**src/rtl/tcp_vlg_pkg.sv**
```systemverilog
// tcp_vlg_pkg
// Shared types for the TCP transmit path: the per-packet info record held in
// the TX packet-info RAM, the scanner FSM state encoding, and the sequence-space
// acknowledgement helper.
//
// No ports (package).

package tcp_vlg_pkg;

    // Width of the time stamp stored in each packet-info record. The scanner's
    // TIME_W parameter must match this so write-backs of the time base fit.
    localparam int PKT_TIME_W = 16;

    // One entry of the TX packet-info ring.
    typedef struct packed {
        logic                  present;
        logic [31:0]           seq;
        logic [15:0]           length;
        logic [PKT_TIME_W-1:0] tim;
        logic [3:0]            tries;
    } tcp_pkt_t;

    // Scanner FSM states.
    typedef enum logic [2:0] {
        ST_IDLE,
        ST_READ,
        ST_WAIT,
        ST_EVAL,
        ST_RTX,
        ST_WRITE,
        ST_FREE,
        ST_NEXT
    } scan_state_t;

    // An entry is covered by the remote ack when ackNum is at or beyond the
    // end of the entry in modular sequence space. The sign bit of the 32-bit
    // difference gives the right answer across sequence-number wrap.
    function automatic logic isAcked(input logic [31:0] ackNum, input tcp_pkt_t pkt);
        logic [31:0] ackDiff;
        ackDiff = ackNum - (pkt.seq + {16'b0, pkt.length});
        return ~ackDiff[31];
    endfunction

endpackage

```
**src/rtl/tcp_vlg_tx_timer.sv**
```systemverilog
// tcp_vlg_tx_timer
// Free-running retransmission time base and the expiry compare for the entry
// currently held by the scanner.
//
// Ports:
//   clk        clock
//   rst        asynchronous active-high reset
//   tick_i     time-base strobe, advances now_o by one
//   tim_i      time stamp of the entry under evaluation
//   now_o      current time base value (wraps freely)
//   expired_o  (now_o - tim_i) mod 2^TIME_W >= RTO

module tcp_vlg_tx_timer #(
    parameter int TIME_W = 16,
    parameter int RTO    = 1000
) (
    input  logic              clk,
    input  logic              rst,
    input  logic              tick_i,
    input  logic [TIME_W-1:0] tim_i,
    output logic [TIME_W-1:0] now_o,
    output logic              expired_o
);

    logic [TIME_W-1:0] now_q;
    logic [TIME_W-1:0] now_d;
    logic [TIME_W-1:0] elapsed;

    // The time base only moves on tick strobes and is allowed to wrap; the
    // elapsed-time subtraction below is modular so wrap is harmless.
    always_comb begin
        now_d = now_q;
        if (tick_i) begin
            now_d = now_q + TIME_W'(1);
        end
    end

    // Time base register.
    always_ff @(posedge clk or posedge rst) begin
        if (rst) begin
            now_q <= '0;
        end else begin
            now_q <= now_d;
        end
    end

    assign elapsed   = now_q - tim_i;
    assign expired_o = (elapsed >= TIME_W'(RTO));
    assign now_o     = now_q;

endmodule

```
**src/rtl/tcp_vlg_tx_scan.sv**
```systemverilog
// tcp_vlg_tx_scan
// Scanning controller for the TCP transmit packet-info RAM. Walks the occupied
// ring entries from head to tail, frees entries covered by the remote ack (only
// contiguously from the head), requests retransmission of entries whose timer
// has expired, and writes updated entry state back through RAM port B.
//
// Ports:
//   clk, rst          clock, asynchronous active-high reset
//   en                connection established; scanning allowed only while high
//   tick              time-base strobe
//   ack_num           latest remote acknowledgement number
//   add               a new entry was written at the tail this cycle
//   ptr               RAM port-B address
//   pkt_r             RAM port-B read data (1-cycle latency)
//   pkt_w, upd        RAM port-B write data and write strobe
//   free              head entry released (one-cycle pulse)
//   rtx_val/rtx_rdy   retransmission request handshake, payload rtx_pkt
//   dcn               sticky retry-limit-exceeded flag, cleared when en is low
//   busy              FSM is not idle

module tcp_vlg_tx_scan
    import tcp_vlg_pkg::*;
#(
    parameter int D               = 4,
    parameter int TIME_W          = PKT_TIME_W,
    parameter int RTO             = 1000,
    parameter int RETRANSMISSIONS = 5
) (
    input  logic         clk,
    input  logic         rst,
    input  logic         en,
    input  logic         tick,
    input  logic [31:0]  ack_num,
    input  logic         add,
    output logic [D-1:0] ptr,
    input  tcp_pkt_t     pkt_r,
    output tcp_pkt_t     pkt_w,
    output logic         upd,
    output logic         free,
    output logic         rtx_val,
    input  logic         rtx_rdy,
    output tcp_pkt_t     rtx_pkt,
    output logic         dcn,
    output logic         busy
);

    scan_state_t       state_q, state_d;
    logic [D-1:0]      head_q, head_d;
    logic [D-1:0]      tail_q, tail_d;
    logic [D-1:0]      ptr_q, ptr_d;
    tcp_pkt_t          cur_q, cur_d;
    logic              rtxVal_q;
    logic              dcn_q, dcn_d;
    logic [TIME_W-1:0] now;
    logic              expired;
    logic              ringEmpty;

    tcp_vlg_tx_timer #(
        .TIME_W (TIME_W),
        .RTO    (RTO)
    ) u_timer (
        .clk       (clk),
        .rst       (rst),
        .tick_i    (tick),
        .tim_i     (cur_q.tim),
        .now_o     (now),
        .expired_o (expired)
    );

    assign ringEmpty = (head_q == tail_q);

    // Next-state and RAM-port logic. The pointer only moves in NEXT, so the
    // address stays put for the whole visit of one entry, including the
    // write-back cycle. Freeing is only allowed while the scan is still sitting
    // on the head, which keeps releases in order. Dropping en overrides
    // everything and parks the FSM, abandoning any pending retransmit.
    always_comb begin
        state_d = state_q;
        head_d  = head_q;
        tail_d  = tail_q + D'(add);
        ptr_d   = ptr_q;
        cur_d   = cur_q;
        dcn_d   = dcn_q;
        upd     = 1'b0;
        free    = 1'b0;
        pkt_w   = '0;

        case (state_q)
            ST_IDLE: begin
                if (en && !ringEmpty) begin
                    ptr_d   = head_q;
                    state_d = ST_READ;
                end
            end
            ST_READ: begin
                state_d = ST_WAIT;
            end
            ST_WAIT: begin
                cur_d   = pkt_r;
                state_d = ST_EVAL;
            end
            ST_EVAL: begin
                if (!cur_q.present) begin
                    state_d = ST_NEXT;
                end else if (isAcked(ack_num, cur_q)) begin
                    state_d = (ptr_q == head_q) ? ST_FREE : ST_NEXT;
                end else if (expired) begin
                    if (cur_q.tries == 4'(RETRANSMISSIONS)) begin
                        dcn_d   = 1'b1;
                        state_d = ST_IDLE;
                    end else begin
                        state_d = ST_RTX;
                    end
                end else begin
                    state_d = ST_NEXT;
                end
            end
            ST_RTX: begin
                if (rtxVal_q && rtx_rdy) begin
                    cur_d.tim   = now;
                    cur_d.tries = cur_q.tries + 4'd1;
                    state_d     = ST_WRITE;
                end
            end
            ST_WRITE: begin
                upd     = 1'b1;
                pkt_w   = cur_q;
                state_d = ST_NEXT;
            end
            ST_FREE: begin
                upd           = 1'b1;
                free          = 1'b1;
                pkt_w         = cur_q;
                pkt_w.present = 1'b0;
                head_d        = head_q + D'(1);
                state_d       = ST_NEXT;
            end
            ST_NEXT: begin
                ptr_d = ptr_q + D'(1);
                if (ptr_d == tail_q || ringEmpty) begin
                    state_d = ST_IDLE;
                end else begin
                    state_d = ST_READ;
                end
            end
            default: begin
                state_d = ST_IDLE;
            end
        endcase

        if (!en) begin
            state_d = ST_IDLE;
            dcn_d   = 1'b0;
        end
    end

    // State registers. rtx_val is a flop that tracks entry into RTX, so it is
    // high exactly while the FSM waits in RTX and drops the cycle after the
    // handshake or after en goes low; reset clears it asynchronously.
    always_ff @(posedge clk or posedge rst) begin
        if (rst) begin
            state_q  <= ST_IDLE;
            head_q   <= '0;
            tail_q   <= '0;
            ptr_q    <= '0;
            cur_q    <= '0;
            rtxVal_q <= 1'b0;
            dcn_q    <= 1'b0;
        end else begin
            state_q  <= state_d;
            head_q   <= head_d;
            tail_q   <= tail_d;
            ptr_q    <= ptr_d;
            cur_q    <= cur_d;
            rtxVal_q <= (state_d == ST_RTX);
            dcn_q    <= dcn_d;
        end
    end

    assign ptr     = ptr_q;
    assign rtx_val = rtxVal_q;
    assign rtx_pkt = cur_q;
    assign dcn     = dcn_q;
    assign busy    = (state_q != ST_IDLE);

endmodule

```
**config.mk**
```make
export PLATFORM = sky130hd
export DESIGN_NAME = tcp_vlg_tx_scan
export DESIGN_NICKNAME = d
export VERILOG_FILES = /design/src/rtl/tcp_vlg_pkg.sv /design/src/rtl/tcp_vlg_tx_timer.sv /design/src/rtl/tcp_vlg_tx_scan.sv
export SDC_FILE = /design/constraint.sdc
export NUM_CORES = 1
export LEC_CHECK = 0
export CAP_MARGIN = 20
export CORE_ASPECT_RATIO = 0.75
export CORE_MARGIN = 3
export CORE_UTILIZATION = 50
export DETAILED_ROUTE_END_ITERATION = 10
export HOLD_SLACK_MARGIN = 0.03
export PLACE_DENSITY = 0.87
export SYNTH_ARGS = -nofsm -noshare
export SYNTH_HDL_FRONTEND = slang
export SYNTH_HIERARCHICAL = 1
export SYNTH_SLANG_ARGS = --single-unit
```
**constraint.sdc**
```tcl
create_clock -name clk -period 6.9 [get_ports clk]
set_input_delay 1.035 -clock clk [delete_from_list [all_inputs] [get_ports clk]]
set_output_delay 1.035 -clock clk [all_outputs]
set_load 0.02 [all_outputs]
```
==> flow_summary.toml <==
[yosys]
synthDistinctLibCells = 62
synth.area.top_cells = "sky130_fd_sc_hd__dfrtp_1, sky130_fd_sc_hd__ha_1, sky130_fd_sc_hd__and2_1"
postSynth.topFlopCell = "sky130_fd_sc_hd__dfrtp_1"
netlist.area_leader.share_pct = 35.15
synth_area_per_cell_um2 = 8.986
flip_flop_and_latch_count_after_synthesis = 102
yosysMostFrequentCell = "sky130_fd_sc_hd__inv_1"
yosys.area_share.xor_xnor_pct = 5.308
synth.largest_area_cell = "sky130_fd_sc_hd__dfrtp_1"
post_synth_and_or_nand_nor_area_fraction_pct = 18.73
synth.yosys.warnings = 6
multiplexer_share_of_the_synthesized_area_pct = 5.825
async_flop_share_pct = 100.0
complex_gate_fraction_of_the_synthesized_area_pct = 11.20
synthesis.area_mm2 = 0.007261
number_of_enable_flip_flop_cells_after_synthesis = 0
nets_in_the_synthesized_netlist = 999
ys_top_cells_by_count = "sky130_fd_sc_hd__inv_1, sky130_fd_sc_hd__dfrtp_1, sky130_fd_sc_hd__nand2_1, sky130_fd_sc_hd__and2_1, sky130_fd_sc_hd__ha_1"
synthAdderAreaFrac_pct = 16.03
post_synth_inst_count = 808
dominant_combinational_cell_family_by_area_after_synthesis = "simple AND/OR/NAND/NOR gates"
ys_seq_area_share_pct = 35.15

[floorplan]
die-width_um = 145.1
die_height_um = 110.4
core_mm2 = 0.01398
rows = 37
top_level_ports = 254
initial_utilization_pct = 51.93
fp.dieArea_mm2 = 0.01602

[sta]
fin_tns_setup_ns = 0
max_freq_mhz = 250.5
final.period_utilization_pct = 57.86
finalMaxSlewViolations = 0
rsz0062_at_grt = "false"
finalSetupViolations = 0
max_slew_margin_pct = 38.30
tightest_slew_ns = 0.9255
hold_viol_final = 0
timing.final.ws_setup_ns = 2.908
clock-skew-final_ns = 0.008926
period_needed_ns = 3.992

[cells_and_area]
final_net_count = 1233
antennaDiodeCount = 0
drive_gt1_share_pct = 6.214
layout.cell_area.non_filler_mm2 = 0.01021
filler_cell_count = 1084
flow.area_growth_from_synthesis_pct = 40.67

[clocking]
cts_max_level = 3
cts_tree = "done"
clock-root-buffer = "sky130_fd_sc_hd__clkbuf_16"
number_of_buffers_added_by_the_clock_tree_synthesis_step = 9
insertion_delay_ns = 0.34
post_cts_resized = 0
postcts_setup_bufs = 0
cts_hold_repair.buffers = 0
clock_sink_count = 102
cts.clk_slew.worst_paths_ns = 0.06
cts.path.max_buffers = 2

[setup_path]
worst-r2r-setup-slack_ns = 3.33
worstSetupPathType = "register to output pin"
worstSetupStartpointType = "register"
cp_endpoint_kind = "output pin"
worst_r2r_startpoint = "u_timer/now_o[0]"
critPathMaxFanout = 49
worstPathRequired_ns = 5.86
cp.arrival_ns = 2.96
r2r.worst_path.cells = 14
rr_endpoint = "rtx_val"

[worst_hold_path]
hold_class = "register to register"
worstHoldPathCells = 2
hold_path_startpoint = "dcn"
endpoint_of_the_worst_hold_path = "dcn"

[global_routing]
grt-ovfl-total = 0
grt_start_max_net_pins = 68
grt_pass1_vias = 6276
gr-usage-met3_pct = 5.149
grt_overall_usage_pct = 25.27
grt_use_met1_pct = 33.74
globalRoute.busiestLayer = "met2"
grt_use_met2_pct = 43.01
grt_antenna_before_repair = 0
grt_pass1_wl_mm = 32.54

[placement]
dpl-instance-area_mm2 = 0.009931
detailedPlacementHpwl_mm = 16.20
placement.io_buffers = 253
dp_slack_ns = 2.848
place.gp.congestion = 0.8674

[job]
maxCapViolations = 0

[outcome]
run_status = "finished, final reports clean"

[routing]
post_drt_via_cell_ratio = 5.230
drcViolationCount = 0
initialDrtViolationCount = 353
aggregate_routed_wire_length_mm = 20.38
wire_per_inst_um = 16.42
first_pass_iters = 5
antenna_violating_nets_left = 0
dr_total_vias = 6490

[power]
max-vdd-ir-drop_uv = 225.2
leakage_nw = 4.581
p_per_area_mw_per_mm2 = 423.9
[layout make-up]
cell class	count	area, um2	area share [%]
Clock buffer	12	236.5	2.315
Inverter	111	417.9	4.092
Tap cell	195	244.0	2.389
Clock inverter	3	46.29	0.4533
Multi-Input combinational cell	562	4161	40.74
Sequential cell	102	2552	24.99
Timing Repair Buffer	256	2555	25.02
[worst max path at each step]
stage / from / end / slack, ns / depth (start not counted)
after global placement: ack_num[3] / rtx_val / 2.96 / 13
after floorplan: rst / dcn / 3.64 / 1
after global routing: state_q[2] / pkt_w[54] / 2.68 / 5
final: state_q[2] / pkt_w[41] / 2.91 / 5
after CTS: state_q[2] / pkt_w[42] / 2.86 / 5
after detailed placement: ack_num[3] / rtx_val / 2.85 / 13
[kinds of logic (layout without fill, tap and decap cells)]
family,count (synthesis),in the layout
buf+inv,144,382
fa+ha+maj,84,84
mux,38,38
flops,102,102
compound gates,127,127
xor+xnor,44,44
simple gates,269,269
[per-layer routing]
layer / vias up / wire length, um / share of wire, %
met4: 0 / 391 / 1.9
li1: 3158 / - / -
met2: 191 / 9608 / 47
met3: 25 / 1117 / 5.5
met5: - / 0 / 0
met1: 3116 / 9259 / 45
[metrics by stage]
stage / utilization (%) / hold WS, ns / std cells / total power [mW]
2_1_floorplan: - / 0.4824 / 808 / 2.817
3_3_place_gp: 71.03 / 0.5088 / 1226 / 3.717
3_5_place_dp: 71.03 / 0.5171 / 1226 / 3.837
4_1_cts: 73.05 / 0.5265 / 1241 / 4.358
5_1_grt: 73.05 / 0.5475 / 1241 / 4.693
6_report: 73.05 / 0.5241 / 1241 / 4.329
[state kept, by name (all words and copies together) (netlist names)]
signal / count
rtx_val: 1
dcn: 1
head_q: 4
ptr: 4
u_timer/now_o: 16
tail_q: 4
rtx_pkt: 69
state_q: 3
[worst max-delay path, stage by stage (launching register included)]
cell and delay, ns:
sky130_fd_sc_hd__dfrtp_1 0.58, sky130_fd_sc_hd__o21ai_0 0.25, sky130_fd_sc_hd__a21oi_4 0.49, sky130_fd_sc_hd__buf_4 0.45
sky130_fd_sc_hd__and2_1 0.21, sky130_fd_sc_hd__clkdlybuf4s50_1 0.61
[where the power goes]
group	internal (mW)	switching (mW)	total, mW
logic	1.24	1.39	2.63
registers	0.858	0.341	1.20
clock network	0.281	0.222	0.503
total	2.38	1.95	4.33
[layout by cell type, fill, tap and decap left out, drive strengths merged, types with 3 or more instances in the layout]
master / instances
clkdlybuf4s50: 253
nor2: 43
xor2: 13
nand2: 86
a41oi: 3
nand2b: 4
fa: 15
mux2i: 4
inv: 110
nor2b: 3
and2: 69
dfrtp: 102
nand4: 15
xnor2: 31
a21oi: 37
o211ai: 4
a31oi: 19
and3: 4
o31ai: 4
a21o: 3
mux2: 34
o22ai: 3
nor3: 10
nor3b: 3
ha: 69
buf: 3
o21ai: 37
nand3: 22
a211oi: 5
clkbuf: 12
No activity file was read; power rests on OpenSTA's default activity.
